File: src/rtl/bus_arbiter2_if.sv
// One stb/ack bus attachment: the master modport drives a request, the slave modport answers it.
interface bus_arbiter2_if #(
    parameter int AW = 32,
    parameter int DW = 32
);
    logic [AW-1:0]   adr;
    logic [DW-1:0]   wdat;
    logic [DW/8-1:0] sel;
    logic            we;
    logic            stb;
    logic            ack;
    logic [DW-1:0]   rdat;

    modport master (output adr, wdat, sel, we, stb, input ack, rdat);
    modport slave  (input adr, wdat, sel, we, stb, output ack, rdat);
endinterface

File: src/rtl/bus_arbiter2.sv
// Two-master round-robin arbiter for the shared stb/ack system bus.
// Define ARB_TIMEOUT_EN to add the hung-slave timeout (forced ack with TO_DATA, sticky timeout_o).
module bus_arbiter2 #(
    parameter int AW = 32,
    parameter int DW = 32,
`ifdef ARB_TIMEOUT_EN
    parameter int TIMEOUT_CYCLES = 255,
`endif
    parameter logic [DW-1:0] TO_DATA = 32'hDEADBEEF
) (
    input  logic           clk,
    input  logic           rst_i,
    bus_arbiter2_if.slave  m0,
    bus_arbiter2_if.slave  m1,
    bus_arbiter2_if.master s,
    output logic [1:0]     grant_o,
    output logic           timeout_o
);
    typedef enum logic {IDLE = 1'b0, BUSY = 1'b1} state_t;

    state_t          state_q, state_d;
    logic [1:0]      grant_q, grant_d;
    logic            last_q, last_d;     // 1: m1 owned the bus most recently
    logic            busy_s, gstb_s, to_hit_s, ack_s;
    logic [AW-1:0]   adr_s;
    logic [DW-1:0]   wdat_s, rdat_s;
    logic [DW/8-1:0] sel_s;
    logic            we_s;

`ifdef ARB_TIMEOUT_EN
    localparam int CW = $clog2(TIMEOUT_CYCLES + 1);
    logic [CW-1:0]   cnt_q, cnt_d;
    logic            timeout_q, timeout_d;
`endif

    // Forward the owner's request to the slave; an idle bus drives all zeros.
    always_comb begin
        busy_s = (state_q == BUSY);
        adr_s  = {AW{1'b0}};
        wdat_s = {DW{1'b0}};
        sel_s  = {(DW/8){1'b0}};
        we_s   = 1'b0;
        gstb_s = 1'b0;
        if (busy_s) begin
            case (grant_q)
                2'b01: begin
                    adr_s = m0.adr; wdat_s = m0.wdat; sel_s = m0.sel; we_s = m0.we; gstb_s = m0.stb;
                end
                2'b10: begin
                    adr_s = m1.adr; wdat_s = m1.wdat; sel_s = m1.sel; we_s = m1.we; gstb_s = m1.stb;
                end
                default: begin
                    gstb_s = 1'b0;
                end
            endcase
        end else begin
            gstb_s = 1'b0;
        end
    end

`ifdef ARB_TIMEOUT_EN
    // Forced termination lands on BUSY cycle TIMEOUT_CYCLES (counter starts at 0 on entry).
    assign to_hit_s  = busy_s && gstb_s && (cnt_q == CW'(TIMEOUT_CYCLES - 1));
    assign timeout_o = timeout_q;
`else
    assign to_hit_s  = 1'b0;
    assign timeout_o = 1'b0;
`endif

    assign s.adr   = adr_s;
    assign s.wdat  = wdat_s;
    assign s.sel   = sel_s;
    assign s.we    = we_s;
    assign s.stb   = gstb_s & ~to_hit_s;
    assign ack_s   = busy_s & (s.ack | to_hit_s);
    assign rdat_s  = to_hit_s ? TO_DATA : s.rdat;
    assign m0.ack  = ack_s & grant_q[0];
    assign m1.ack  = ack_s & grant_q[1];
    assign m0.rdat = m0.ack ? rdat_s : {DW{1'b0}};
    assign m1.rdat = m1.ack ? rdat_s : {DW{1'b0}};
    assign grant_o = grant_q;

    // Arbitration and transfer sequencing.
    always_comb begin
        state_d = state_q;
        grant_d = grant_q;
        last_d  = last_q;
`ifdef ARB_TIMEOUT_EN
        cnt_d     = cnt_q;
        timeout_d = timeout_q;
`endif
        case (state_q)
            IDLE: begin
                if (m0.stb || m1.stb) begin
                    state_d = BUSY;
                    if (m0.stb && m1.stb) begin
                        grant_d = last_q ? 2'b01 : 2'b10;
                    end else if (m0.stb) begin
                        grant_d = 2'b01;
                    end else begin
                        grant_d = 2'b10;
                    end
`ifdef ARB_TIMEOUT_EN
                    cnt_d = {CW{1'b0}};
`endif
                end else begin
                    grant_d = 2'b00;
                end
            end
            BUSY: begin
                // Abort, forced timeout and normal completion all hand the bus back the same way.
                if (!gstb_s || to_hit_s || (s.ack && s.stb)) begin
                    state_d = IDLE;
                    grant_d = 2'b00;
                    last_d  = grant_q[1];
`ifdef ARB_TIMEOUT_EN
                    timeout_d = timeout_q | to_hit_s;
`endif
                end else begin
                    state_d = BUSY;
`ifdef ARB_TIMEOUT_EN
                    cnt_d = (cnt_q == CW'(TIMEOUT_CYCLES)) ? cnt_q : cnt_q + CW'(1);
`endif
                end
            end
            default: begin
                state_d = IDLE;
                grant_d = 2'b00;
            end
        endcase
    end

    // State registers; m0 wins the first tie after reset.
    always_ff @(posedge clk or posedge rst_i) begin
        if (rst_i) begin
            state_q <= IDLE;
            grant_q <= 2'b00;
            last_q  <= 1'b1;
`ifdef ARB_TIMEOUT_EN
            cnt_q     <= {CW{1'b0}};
            timeout_q <= 1'b0;
`endif
        end else begin
            state_q <= state_d;
            grant_q <= grant_d;
            last_q  <= last_d;
`ifdef ARB_TIMEOUT_EN
            cnt_q     <= cnt_d;
            timeout_q <= timeout_d;
`endif
        end
    end
endmodule

File: src/flat_wrapper.sv
// flat-port wrapper written by rule: the top's interface ports become plain ports
module bus_arbiter2_flat 
#(
    parameter int AW = 32,
    parameter int DW = 32,

    parameter logic [DW-1:0] TO_DATA = 32'hDEADBEEF
)
  (clk, rst_i, grant_o, timeout_o, m0_adr, m0_wdat, m0_sel, m0_we, m0_stb, m0_ack, m0_rdat, m1_adr, m1_wdat, m1_sel, m1_we, m1_stb, m1_ack, m1_rdat, s_adr, s_wdat, s_sel, s_we, s_stb, s_ack, s_rdat);
  bus_arbiter2_if #(.AW(AW), .DW(DW)) m0_i ();
  bus_arbiter2_if #(.AW(AW), .DW(DW)) m1_i ();
  bus_arbiter2_if #(.AW(AW), .DW(DW)) s_i ();
  input  logic clk;
  input  logic rst_i;
  output logic [1:0] grant_o;
  output logic timeout_o;
  input wire logic [$bits(m0_i.adr)-1:0] m0_adr;
  input wire logic [$bits(m0_i.wdat)-1:0] m0_wdat;
  input wire logic [$bits(m0_i.sel)-1:0] m0_sel;
  input wire logic [$bits(m0_i.we)-1:0] m0_we;
  input wire logic [$bits(m0_i.stb)-1:0] m0_stb;
  output wire logic [$bits(m0_i.ack)-1:0] m0_ack;
  output wire logic [$bits(m0_i.rdat)-1:0] m0_rdat;
  input wire logic [$bits(m1_i.adr)-1:0] m1_adr;
  input wire logic [$bits(m1_i.wdat)-1:0] m1_wdat;
  input wire logic [$bits(m1_i.sel)-1:0] m1_sel;
  input wire logic [$bits(m1_i.we)-1:0] m1_we;
  input wire logic [$bits(m1_i.stb)-1:0] m1_stb;
  output wire logic [$bits(m1_i.ack)-1:0] m1_ack;
  output wire logic [$bits(m1_i.rdat)-1:0] m1_rdat;
  output wire logic [$bits(s_i.adr)-1:0] s_adr;
  output wire logic [$bits(s_i.wdat)-1:0] s_wdat;
  output wire logic [$bits(s_i.sel)-1:0] s_sel;
  output wire logic [$bits(s_i.we)-1:0] s_we;
  output wire logic [$bits(s_i.stb)-1:0] s_stb;
  input wire logic [$bits(s_i.ack)-1:0] s_ack;
  input wire logic [$bits(s_i.rdat)-1:0] s_rdat;
  assign m0_i.adr = m0_adr;
  assign m0_i.wdat = m0_wdat;
  assign m0_i.sel = m0_sel;
  assign m0_i.we = m0_we;
  assign m0_i.stb = m0_stb;
  assign m0_ack = m0_i.ack;
  assign m0_rdat = m0_i.rdat;
  assign m1_i.adr = m1_adr;
  assign m1_i.wdat = m1_wdat;
  assign m1_i.sel = m1_sel;
  assign m1_i.we = m1_we;
  assign m1_i.stb = m1_stb;
  assign m1_ack = m1_i.ack;
  assign m1_rdat = m1_i.rdat;
  assign s_adr = s_i.adr;
  assign s_wdat = s_i.wdat;
  assign s_sel = s_i.sel;
  assign s_we = s_i.we;
  assign s_stb = s_i.stb;
  assign s_i.ack = s_ack;
  assign s_i.rdat = s_rdat;
  bus_arbiter2 #(.AW(AW), .DW(DW), .TO_DATA(TO_DATA)) u_core (.clk(clk), .rst_i(rst_i), .m0(m0_i), .m1(m1_i), .s(s_i), .grant_o(grant_o), .timeout_o(timeout_o));
endmodule
File: config.mk
export PLATFORM = sky130hd
export DESIGN_NAME = bus_arbiter2_flat
export DESIGN_NICKNAME = d
export VERILOG_FILES = /design/src/rtl/bus_arbiter2_if.sv /design/src/rtl/bus_arbiter2.sv /design/src/flat_wrapper.sv
export SDC_FILE = /design/constraint.sdc
export NUM_CORES = 1
export LEC_CHECK = 0
export BUFFER_PORTS_ARGS = -buffer_cell sky130_fd_sc_hd__buf_2
export CAP_MARGIN = 25
export CORE_AREA = 2 2 121 123
export CTS_CLUSTER_DIAMETER = 80
export DETAILED_ROUTE_END_ITERATION = 12
export DIE_AREA = 0 0 123 125
export PLACE_DENSITY = 0.49
export SLEW_MARGIN = 0
export SYNTH_ARGS = -nofsm -noshare
export SYNTH_HDL_FRONTEND = slang
export SYNTH_SLANG_ARGS = --single-unit
File: constraint.sdc
create_clock -name clk -period 1.8 [get_ports clk]
set_input_delay 0.36 -clock clk [delete_from_list [all_inputs] [get_ports clk]]
set_output_delay 0.36 -clock clk [all_outputs]
set_load 0.03 [all_outputs]
==> metrics.md, run 1 <==
| Metric | Value |
|---|---|
| Max-cap violations | `0` |
| Multi-input gate area | `2200 µm²` |
| IO Pins | `around 310` |
| I/O Buffers | `312` |
| Fin nets | `approximately 770` |
| Critical path arrival | `1.67 ns` |
| Dominant cell type by area after synthesis | `a22oi_1` |
| Syn_nets | `about 440` |
| Path depth of the worst reg2reg path | `6` |
| DR vias | `3407` |
| Max frequency | `492 MHz` |
| Clk sink count | `4` |
| Total gr overflow | `0` |
| Die height | `125 µm` |
| Drt pass-1 iters | `4` |
| Most frequent CP cell | `buf_6` |
| Area Growth Syn to Fin | `264%` |
| Clk_lat worst skew | `0.23 ns` |
| Maximum fanout along the worst path | `8` |
| Worst IR Drop VDD | `289 µV` |
| Vias in the first global route | `3410` |
| Crit path max-delay cell type | `dfrtp_2` |
| Die width | `~120 µm` |
| Critical path required time | `1.44 ns` |
| First-pass GRT wire length | `16500 µm` |
| Syn. warnings | `0` |
| Avg Cell Area, Syn | `6.02 µm²` |
| Antenna diodes | `0` |
| Starting Density | `11.0%` |
| Main flop type after synthesis | `dfrtp_1` |
| Yosys top cell area share | `about a third` |
| Placed Cells | `746` |
| Sequential share of the synthesized area | `6.48%` |
| Syn Std Cell Area | `1560 µm²` |
| Vias per cell | `4.41` |
| FF/Latch Area | `105 µm²` |
| Final antenna-violating net count | `0` |
| Pwr Density | `between 400 and 500 nW/µm²` |
| Post-synth top cells | `nor2_1 (72), a22oi_1 (69), and2_1 (64)` |
| Pin count of the biggest net entering global routing | `34` |
| Layout cell share with drive strength beyond 1 | `89.5%` |
| EDFF count, synth | `0` |
| RSZ-0062 raised after global routing | `true` |
| Leak | `0.00249 µW` |
| Mapped Cells | `260` |
| Die ar. | `15400 µm²` |
| Most frequent cell after synthesis | `nor2_1` |
| Area contributors post-synth | `a22oi_1 (33%), and2_1 (26%), nor2_1 (17%)` |
| Initial antenna violation count | `0` |
| WL/cell | `17.0 µm` |
| Synth Register Bits | `4` |
| TritonCTS clock tree | `done` |
| Fill count | `1354` |
| Clock Skew | `0.00646 ns` |
| Final Setup Violations | `135` |
| Asr flop ratio synth | `100%` |
| Final Cell Area | `5700 µm²` |
| Top delay family on crit path | `buffers and inverters` |
| Fin crit share | `113%` |
| Clk pin slew, worst setup/hold paths | `0.03 ns` |
| Fin crit period | `2.03 ns` |
| Critical path type | `reg2out` |
| Slew Limit Fails | `0` |
| Total track usage | `13.3%` |
| CP Launch Type | `flop` |
| Iteration-0 DRC count of the detailed router | `approximately 100` |
| CP Cell Sequence | `buf_4 > buf_6 > and3_4 > buf_12 > buf_16 > and2_1 > buf_6` |
| CTS Buf Count | `3` |
| DP HPWL | `about 8600 µm` |
| DRC viols | `0` |
| Non-filler cells, final | `slightly below 800` |
| Final wirelength | `13200 µm` |
| Setup WS post-layout | `-0.234 ns` |
| WP buf/inv | `5` |
| Levels on crit path | `7` |
| Failing checks | `negative setup slack` |
| Post-synth cell types | `22` |
| H-tree levels | `1` |
| Hold Crit Class | `in2async` |
| Gpl congestion | `0.852` |
| Critical Path Max Stage Delay | `0.43 ns` |
| Hold Fails Final Rpt | `0` |
| Critical Path End Type | `primary output` |
| Outcome | `finished with violations` |
| Buffer depth of the longest clock path | `2` |
| Placed instance area | `4080 µm²` |
| Core box area | `14200 µm²` |
| Num rows | `44` |
| CTS Root Cell | `clkbuf_16` |
per-stage QoR:
| step | util, % | worst slack, ns | hold WS, ns | TNS (ns) | total power, µW |
|---|---|---|---|---|---|
| CTS | 34.7 | -0.264 | 0.0283 | -23.31 | 2380 |
| detailed placement | 28.7 | -0.0650 | 0.268 | -0.185 | 1790 |
| global route | 40.1 | -0.272 | 0.0394 | -25.84 | 2850 |
| global placement | 28.7 | -0.0396 | 0.254 | -0.0800 | 1780 |
| finish | 40.1 | -0.234 | 0.0175 | -19.37 | 2710 |
| floorplan | - | -0.00675 | 0.125 | -0.0607 | 1310 |
timing repair:
action                                 in CTS  in global routing
setup endpoints to repair                 134                136
setup buffers                               3                  6
gates cloned                                5                 10
gates resized for setup                   202                171
endpoints found under the hold margin       0                  0
hold buffers                                0                  0
pin swaps                                   0                 12
per-layer routing:
metal	part of all wire, %	routed length [µm]	GRT usage (%)	vias up
met3	9.4	1240	2.87	6
met5	0	0	0	-
met2	56	7380	26.8	204
met4	0.72	95	1.80	0
li1	-	-	-	1566
met1	34	4460	14.1	1631
final timing paths:
kind                                   startpoint                end  slack [ns]
worst max-delay path            u_core.grant_o[0]         m0_rdat[7]       -0.23
worst min-delay path                        rst_i  u_core.grant_o[1]        0.02
min in group clk                           m1_stb      u_core.busy_s        0.44
worst min register to register      u_core.last_q  u_core.grant_o[0]        0.64
worst max register to register  u_core.grant_o[1]  u_core.grant_o[1]        0.02
max in group asynchronous                   rst_i      u_core.last_q        1.54
cell usage in the layout (no fill, tap or decap), types with 2 or more instances in the layout:
cell type	count
buf_2	180
buf_6	129
nor2_4	70
and2_4	52
a22oi_2	36
a22oi_1	34
buf_4	21
and2_1	12
clkbuf_16	10
buf_12	9
buf_16	6
inv_1	3
dfrtp_2	3
nor2_1	2
nand2_1	2
nand2b_4	2
and3_4	2
ha_4	2
buf_8	2
flip-flops by register name, summed over array words and instances, names as in the netlist:
signal and count:
u_core.busy_s 1, u_core.grant_o 2, u_core.last_q 1
logic make-up (layout without fill, tap and decap cells):
kind of cell             after synthesis  count (layout)  share of synthesized area (%)
multiplexers                           1               1                          0.720
buffers and inverters                 35             363                           9.76
other                                  1               1                          0.240
AND/OR/NAND/NOR                      142             143                           45.0
adder cells (fa/ha/maj)                2               2                           1.60
AO/OA/AOI/OAI                         75              75                           36.2
flip-flops                             4               4                           6.48
power breakdown:
| group | total, µW | switching (µW) | internal (µW) |
|---|---|---|---|
| clock | 362 | 69.1 | 293 |
| sequential | 137 | 22.7 | 114 |
| combinational | 2210 | 1210 | 1000 |
final cells by class:
cell class | instances | area share [%]
timing repair buffer | 355 | 53.9
multi-input combinational | 222 | 38.6
tap | 184 | 4.04
sequential | 4 | 1.85
clock buffer | 4 | 1.38
inverter | 4 | 0.264
(Power assumes the default switching activity.)
==> inputs of run 2 (changes only) <==
--- a/config.mk
+++ b/config.mk
@@ -5,13 +5,14 @@
 export SDC_FILE = /design/constraint.sdc
 export NUM_CORES = 1
 export LEC_CHECK = 0
+export ABC_AREA = 1
 export BUFFER_PORTS_ARGS = -buffer_cell sky130_fd_sc_hd__buf_2
 export CAP_MARGIN = 25
-export CORE_AREA = 2 2 121 123
+export CORE_AREA = 2 2 120 122
 export CTS_CLUSTER_DIAMETER = 80
 export DETAILED_ROUTE_END_ITERATION = 12
-export DIE_AREA = 0 0 123 125
-export PLACE_DENSITY = 0.49
+export DIE_AREA = 0 0 122 124
+export PLACE_DENSITY = 0.5
 export SLEW_MARGIN = 0
 export SYNTH_ARGS = -nofsm -noshare
 export SYNTH_HDL_FRONTEND = slang
==> run 2 against run 1 <==
Against the previous run: the run still ends with negative setup slack left; sequential share of layout area rose by 0.19 points; critical path type unchanged; global-route usage decreased by 1.1 points; combinational power decreased by 6%; highest routed layer unchanged; worst hold slack worse by 0.0091 ns.
==> metrics.md, run 2 <==
| Metric | Value |
|---|---|
| Outcome | `finished with violations` |
| Failing checks | `negative setup slack` |
| Slew Limit Fails | `0 (unchanged)` |
| Crit path max-delay cell type | `dfrtp_2` |
| Total gr overflow | `0 (unchanged)` |
| Commonest non-fill, non-tap cell in the layout | `buf_2` |
| Area Growth Syn to Fin | `198%` |
| Pre-CTS WS | `-0.0676 ns (-0.00264 ns)` |
| TritonCTS clock tree | `done` |
| Synth Register Bits | `4 (unchanged)` |
| Worst hold margin | `0.00844 ns (-0.00910 ns)` |
| Sequential share of the synthesized area | `5.92% (-0.56 points)` |
| Gate power share | `80.9% (-0.7 points)` |
| Setup WS post-layout | `-0.187 ns (+0.0471 ns)` |
| Critical path required time | `1.44 ns (about the same)` |
| RSZ-0062 raised after global routing | `true` |
| Non-filler cells, final | `864 (+12%)` |
| Avg Cell Area, Syn | `4.65 µm² (-23%)` |
| Area contributors post-synth | `nand2_1 (32%), a21oi_1 (18%), nor2_1 (14%)` |
| Num rows | `43 (-2.3%)` |
| Path depth of the worst reg2reg path | `7 (+1)` |
| Sw frac | `51.3% (+3.3 points)` |
| Syn. warnings | `0 (unchanged)` |
| R2R setup slack | `0.37 ns (+0.35 ns)` |
| Critical Path Max Stage Delay | `0.41 ns (-0.02 ns)` |
| Fin crit period | `1.99 ns (-0.0471 ns)` |
| Int Pwr | `1250 µW (-11%)` |
| I/O Buffers | `312 (unchanged)` |
| Clock Skew | `0.00280 ns (-0.00367 ns)` |
| CP Cell Sequence | `inv_2 > ha_4 > nor2_4 > inv_8 > buf_12 > a21oi_2 > buf_6` |
| Clk pin slew, worst setup/hold paths | `0.03 ns (about the same)` |
| CTS Buf Count | `3 (unchanged)` |
| Most frequent cells in the layout | `buf_2 (239), nand2_1 (143), buf_6 (70)` |
| Sw power | `1310 µW (+1.0%)` |
| Max reg flops | `2 (unchanged)` |
| Max-cap violations | `0 (unchanged)` |
| Gpl congestion | `0.781 (-8.3%)` |
| Placed Cells | `856 (+15%)` |
| CP Launch Type | `flop` |
| Pin count of the biggest net entering global routing | `34 (unchanged)` |
| Iteration-0 DRC count of the detailed router | `89 (-14%)` |
| Drt pass-1 iters | `4 (unchanged)` |
| Fin Setup TNS | `-11.38 ns (+7.99 ns)` |
| Placed instance area | `4450 µm² (+9.0%)` |
| Die ar. | `15100 µm² (-1.6%)` |
| Final Setup Violations | `70 (-48%)` |
| Critical path arrival | `1.63 ns (-0.04 ns)` |
| Vias per cell | `3.97 (-9.8%)` |
| Syn Std Cell Area | `1710 µm² (+9.5%)` |
| Syn_nets | `545 (+25%)` |
| Asr flop ratio synth | `100% (unchanged)` |
| Leak | `0.00245 µW (-1.3%)` |
| Layout cell share with drive strength beyond 1 | `63.2% (-26 points)` |
| Core box area | `13700 µm² (-3.4%)` |
| Yosys top cell area share | `32.2% (-0.91 points)` |
| Starting Density | `12.5% (+1.5 points)` |
| Worst IR Drop VDD | `229 µV (-21%)` |
| Post-synth cell types | `21 (-4.5%)` |
| H-tree levels | `1 (unchanged)` |
| Buffer depth of the longest clock path | `2 (unchanged)` |
| Final wirelength | `10600 µm (-20%)` |
| Seq pwr share | `5.2% (+0.2 points)` |
| Vias in the first global route | `3224 (-5.5%)` |
| Total track usage | `12.3% (-1.1 points)` |
| CTS Root Cell | `clkbuf_16` |
| Die height | `124 µm (-0.80%)` |
| Dominant cell type by area after synthesis | `nand2_1` |
| Main flop type after synthesis | `dfrtp_1` |
| Critical Path End Type | `primary output` |
| R2r startpoint | `u_core.grant_o[1]` |
| Fin nets | `862 (+12%)` |
| Hold Fails Final Rpt | `0 (unchanged)` |
| DRC viols | `0 (unchanged)` |
| Initial antenna violation count | `0 (unchanged)` |
| Pwr Density | `502 nW/µm² (+5.5%)` |
| Clk_lat worst skew | `0.22 ns (about the same)` |
| IO Pins | `314 (unchanged)` |
| Maximum fanout along the worst path | `13 (+5)` |
| Clock group share of total power | `13.8% (+0.4 points)` |
| CTS Hold Bufs | `0 (unchanged)` |
| First-pass GRT wire length | `15000 µm (-9.4%)` |
| Fin crit share | `110% (-2.6 points)` |
| DP HPWL | `8380 µm (-2.5%)` |
| Max frequency | `503 MHz (+2.4%)` |
| Hold Crit Class | `in2async` |
| Die width | `122 µm (-0.81%)` |
| Mapped Cells | `368 (+42%)` |
| Most frequent cell after synthesis | `nand2_1` |
| Antenna diodes | `0 (unchanged)` |
| WL/cell | `12.2 µm (-28%)` |
| Final antenna-violating net count | `0 (unchanged)` |
| Post-synth top cells | `nand2_1 (147), nor2_1 (64), a21oi_1 (62)` |
| DR vias | `3433 (+0.76%)` |
| Critical path type | `reg2out` |
| Final Cell Area | `5110 µm² (-10%)` |
| Clk sink count | `4 (unchanged)` |
| EDFF count, synth | `0 (unchanged)` |
| Reg-to-Reg End | `u_core.grant_o[1]` |
## run 2: critical path, delay by kind of cell, from the launching register on
kind,cells,cell delay (ns)
and+or+nand+nor,1,0.14
adders and majority gates,1,0.21
AOI/OAI and AO/OA,1,0.13
buffers and inverters,4,0.50
DFF,1,0.41
## run 2: power groups by stage
stage	logic [µW]	clock network (µW)	registers (µW)
after floorplan	1210	0	143
after global placement	1890	0	131
after detailed placement	1880	0	131
after CTS	2080	363	133
after global routing	2220	373	137
final	2070	355	134
## run 2: layer usage
layer	wire length, µm	GRT usage [%]	vias up
met2	5840	24.9	175
met3	969	3.16	10
met4	103	2.30	0
met1	3660	12.5	1500
met5	0	0	-
li1	-	-	1748
## run 2: cell families (layout without fill, tap and decap cells)
family	Yosys count	count (layout)	share of synthesized area, %
fa+ha+maj	2	2	1.46
compound gates	74	74	23.6
buf+inv	71	387	20.5
simple gates	216	216	48.4
flops	4	4	5.92
other cells	1	1	0.219
## run 2: through the flow
| stage | power, µW | utilization [%] |
|---|---|---|
| floorplan | 1350 | - |
| global placement | 2020 | 32.4 |
| detailed placement | 2010 | 32.4 |
| CTS | 2580 | 36.7 |
| global route | 2730 | 37.2 |
| finish | 2560 | 37.2 |
## run 2: worst max path at each step
stage                endpoint  slack (ns)              start  cells after the start
detailed placement   s_adr[6]       -0.07  u_core.grant_o[0]                      7
finish              s_adr[31]       -0.19  u_core.grant_o[0]                      7
floorplan           s_adr[31]       -0.07  u_core.grant_o[0]                      6
global placement    s_adr[12]       -0.08  u_core.grant_o[1]                      6
CTS                 s_adr[31]       -0.21  u_core.grant_o[0]                      7
global route        s_adr[31]       -0.27  u_core.grant_o[0]                      7
## run 2: layout make-up
cell class,count,area (µm²)
timing repair buffer,342,2470
sequential,4,104
fill,1452,8610
inverter,41,161
clock buffer,4,78.8
tap,180,225
multi-input combinational,293,2060
## run 2: timing repair
action / CTS / global route
pin swaps: 1 / 0
setup buffers: 1 / 0
setup endpoints to repair: 70 / 82
gates resized for setup: 151 / 5
cloned: 1 / 2
==> inputs of run 3 (changes only) <==
==> constraint.sdc (replaced) <==
create_clock -name clk -period 1.8 [get_ports clk]
set_input_delay 0.18 -clock clk [delete_from_list [all_inputs] [get_ports clk]]
set_output_delay 0.18 -clock clk [all_outputs]
set_load 0.03 [all_outputs]
==> run 3 against run 2 <==
Against the previous run: the flow still finishes with violations (negative setup slack); die area unchanged; sequential power hardly changed; sequential cell count is the same; clock-buffer cell count is the same; via count increased by 2.3%; largest power group unchanged; first-iteration DRC count up 18%.
==> metrics.md, run 3 (synthesized netlist as in run 2, its figures left out) <==
| Metric | Value |
|---|---|
| Outcome | `finished with violations` |
| Failing checks | `negative setup slack` |
| Worst IR Drop VDD | `245 µV (+7.4%)` |
| Final Setup Violations | `66 (-5.7%)` |
| H-tree levels | `1 (unchanged)` |
| Int Pwr | `1230 µW (-1.1%)` |
| Die height | `124 µm (unchanged)` |
| Final wirelength | `12600 µm (+19%)` |
| Vias per cell | `4.07 (+2.3%)` |
| First-pass GRT wire length | `16900 µm (+13%)` |
| CP Cell Sequence | `ha_4 > nor2_4 > buf_12 > inv_8 > clkbuf_16 > a21oi_4 > buf_6` |
| CTS Root Cell | `clkbuf_16` |
| Clock Skew | `0.00181 ns (-0.000992 ns)` |
| Total track usage | `14.2% (+2.0 points)` |
| Iteration-0 DRC count of the detailed router | `105 (+18%)` |
| Area Growth Syn to Fin | `183%` |
| Utilization after layout | `35.3% (-1.9 points)` |
| DR vias | `3513 (+2.3%)` |
| Slew Limit Fails | `0 (unchanged)` |
| Clk pin slew, worst setup/hold paths | `0.03 ns (about the same)` |
| Critical Path Max Stage Delay | `0.43 ns (+0.02 ns)` |
| DP HPWL | `9430 µm (+13%)` |
| WP buf/inv | `4 (unchanged)` |
| Die width | `122 µm (unchanged)` |
| Clk sink count | `4 (unchanged)` |
| Num rows | `43 (unchanged)` |
| DRC viols | `0 (unchanged)` |
| Fin nets | `861 (-0.12%)` |
| Seq pwr share | `5.2% (about the same)` |
| Clock group share of total power | `14.1% (+0.3 points)` |
| Pin count of the biggest net entering global routing | `39 (+15%)` |
| Fin crit period | `1.86 ns (-0.130 ns)` |
| Critical Path End Type | `primary output` |
| Max reg flops | `2 (unchanged)` |
| WL/cell | `14.5 µm (+19%)` |
| Sw frac | `50.9% (-0.36 points)` |
| TritonCTS clock tree | `done` |
| Drt pass-1 iters | `4 (unchanged)` |
| Crit path max-delay cell type | `dfrtp_2` |
| CP Launch Type | `flop` |
| Gpl congestion | `0.804 (+2.9%)` |
| Layout cell share with drive strength beyond 1 | `61.9% (-1.2 points)` |
| Maximum fanout along the worst path | `10 (-3)` |
| Gate power share | `80.7% (-0.2 points)` |
| Die ar. | `15100 µm² (unchanged)` |
| Sw power | `1280 µW (-2.6%)` |
| Fin crit share | `103% (-7.2 points)` |
| Top delay family on crit path | `buffers and inverters` |
| Most frequent cells in the layout | `buf_2 (242), nand2_1 (147), buf_6 (66)` |
| Initial antenna violation count | `2 (+2)` |
| Hold Fails Final Rpt | `0 (unchanged)` |
| Max-cap violations | `0 (unchanged)` |
| Max frequency | `538 MHz (+7.0%)` |
| Buffer depth of the longest clock path | `2 (unchanged)` |
| Starting Density | `12.5% (unchanged)` |
| Commonest non-fill, non-tap cell in the layout | `buf_2` |
| Pre-CTS WS | `0.0291 ns (+0.0967 ns)` |
| CTS Buf Count | `3 (unchanged)` |
| Critical path type | `reg2out` |
| Clk_lat worst skew | `0.22 ns (about the same)` |
| Critical path arrival | `1.68 ns (+0.05 ns)` |
| IO Pins | `314 (unchanged)` |
| Vias in the first global route | `3345 (+3.8%)` |
| Hold Crit Class | `in2reg` |
| I/O Buffers | `312 (unchanged)` |
| Total gr overflow | `0 (unchanged)` |
| Leak | `0.00243 µW (-0.85%)` |
| Critical path required time | `1.62 ns (+0.18 ns)` |
| Pwr Density | `520 nW/µm² (+3.5%)` |
| Final antenna-violating net count | `0 (unchanged)` |
| Core box area | `13700 µm² (unchanged)` |
| RSZ-0062 raised after global routing | `true` |
| Setup WS post-layout | `-0.0572 ns (+0.130 ns)` |
==> run 3: cell count changes in the layout (fill, tap and decap cells not counted), moves of 3 or more <==
cell,previous run,this run
a21oi_2,1,31
a21oi_4,69,39
buf_6,70,66
nand2_1,143,147
nand2_2,4,0
buf_12,15,12
buf_2,239,242
==> run 3: final cells by class <==
type,count,area (µm²)
Timing Repair inverter,1,11.3
Multi-Input combinational cell,293,1810
Clock buffer,4,78.8
Fill cell,1495,8880
Sequential cell,4,103
Inverter,41,161
Antenna cell,1,2.50
Timing Repair Buffer,340,2450
Tap cell,180,225
==> run 3: through the flow <==
stage / instance area, µm² / instances / TNS [ns] / hold WS [ns] / total power (µW)
global route: 4840 / 863 / -4.98 / 0.265 / 2670
floorplan: 1870 / 368 / -3.88 / -0.0546 / 1050
detailed placement: 3650 / 842 / 0 / 0.0642 / 1580
finish: 4840 / 864 / -1.87 / 0.247 / 2520
global placement: 3650 / 842 / 0 / 0.0648 / 1580
CTS: 4420 / 860 / -1.06 / 0.252 / 2300
==> run 3: final timing paths <==
check	to	cells after the start	slack, ns	startpoint
max	s_wdat[23]	7	-0.06	u_core.grant_o[1]
min	u_core.busy_s	3	0.25	m0_stb
max reg2reg	u_core.grant_o[1]	8	0.20	u_core.grant_o[1]
min reg2reg	u_core.last_q	2	0.46	u_core.last_q
max in group asynchronous	u_core.last_q	3	1.19	rst_i
min in group asynchronous	u_core.grant_o[0]	3	0.38	rst_i
==> run 3: repair_timing <==
| action | CTS | global route |
|---|---|---|
| setup buffers | 10 | 0 |
| hold buffers | 1 | 0 |
| endpoints found under the setup margin | 70 | 70 |
| endpoints found under the hold margin | 3 | 0 |
| gates resized for setup | 151 | 64 |
| pin swaps | 2 | 0 |
| gates cloned | 3 | 3 |
==> run 3: worst min-delay path: cells and delay by family <==
family          cells  cell delay [ns]
simple gates        1             0.07
compound gates      1             0.07
buf+inv             1             0.11
==> run 3: routing by layer <==
metal	routed length (µm)	up-vias	GRT usage [%]
li1	-	1752	-
met1	4550	1547	15.0
met2	6680	200	28.8
met3	1140	14	3.34
met4	187	0	2.23
met5	0	-	0
==> run 3: power groups by stage <==
| stage | Combinational, µW | Clock [µW] | Sequential [µW] |
|---|---|---|---|
| after CTS | 1820 | 357 | 131 |
| after floorplan | 908 | 0 | 141 |
| after global routing | 2170 | 369 | 135 |
| after global placement | 1450 | 0 | 129 |
| after detailed placement | 1450 | 0 | 129 |
| final | 2030 | 354 | 131 |
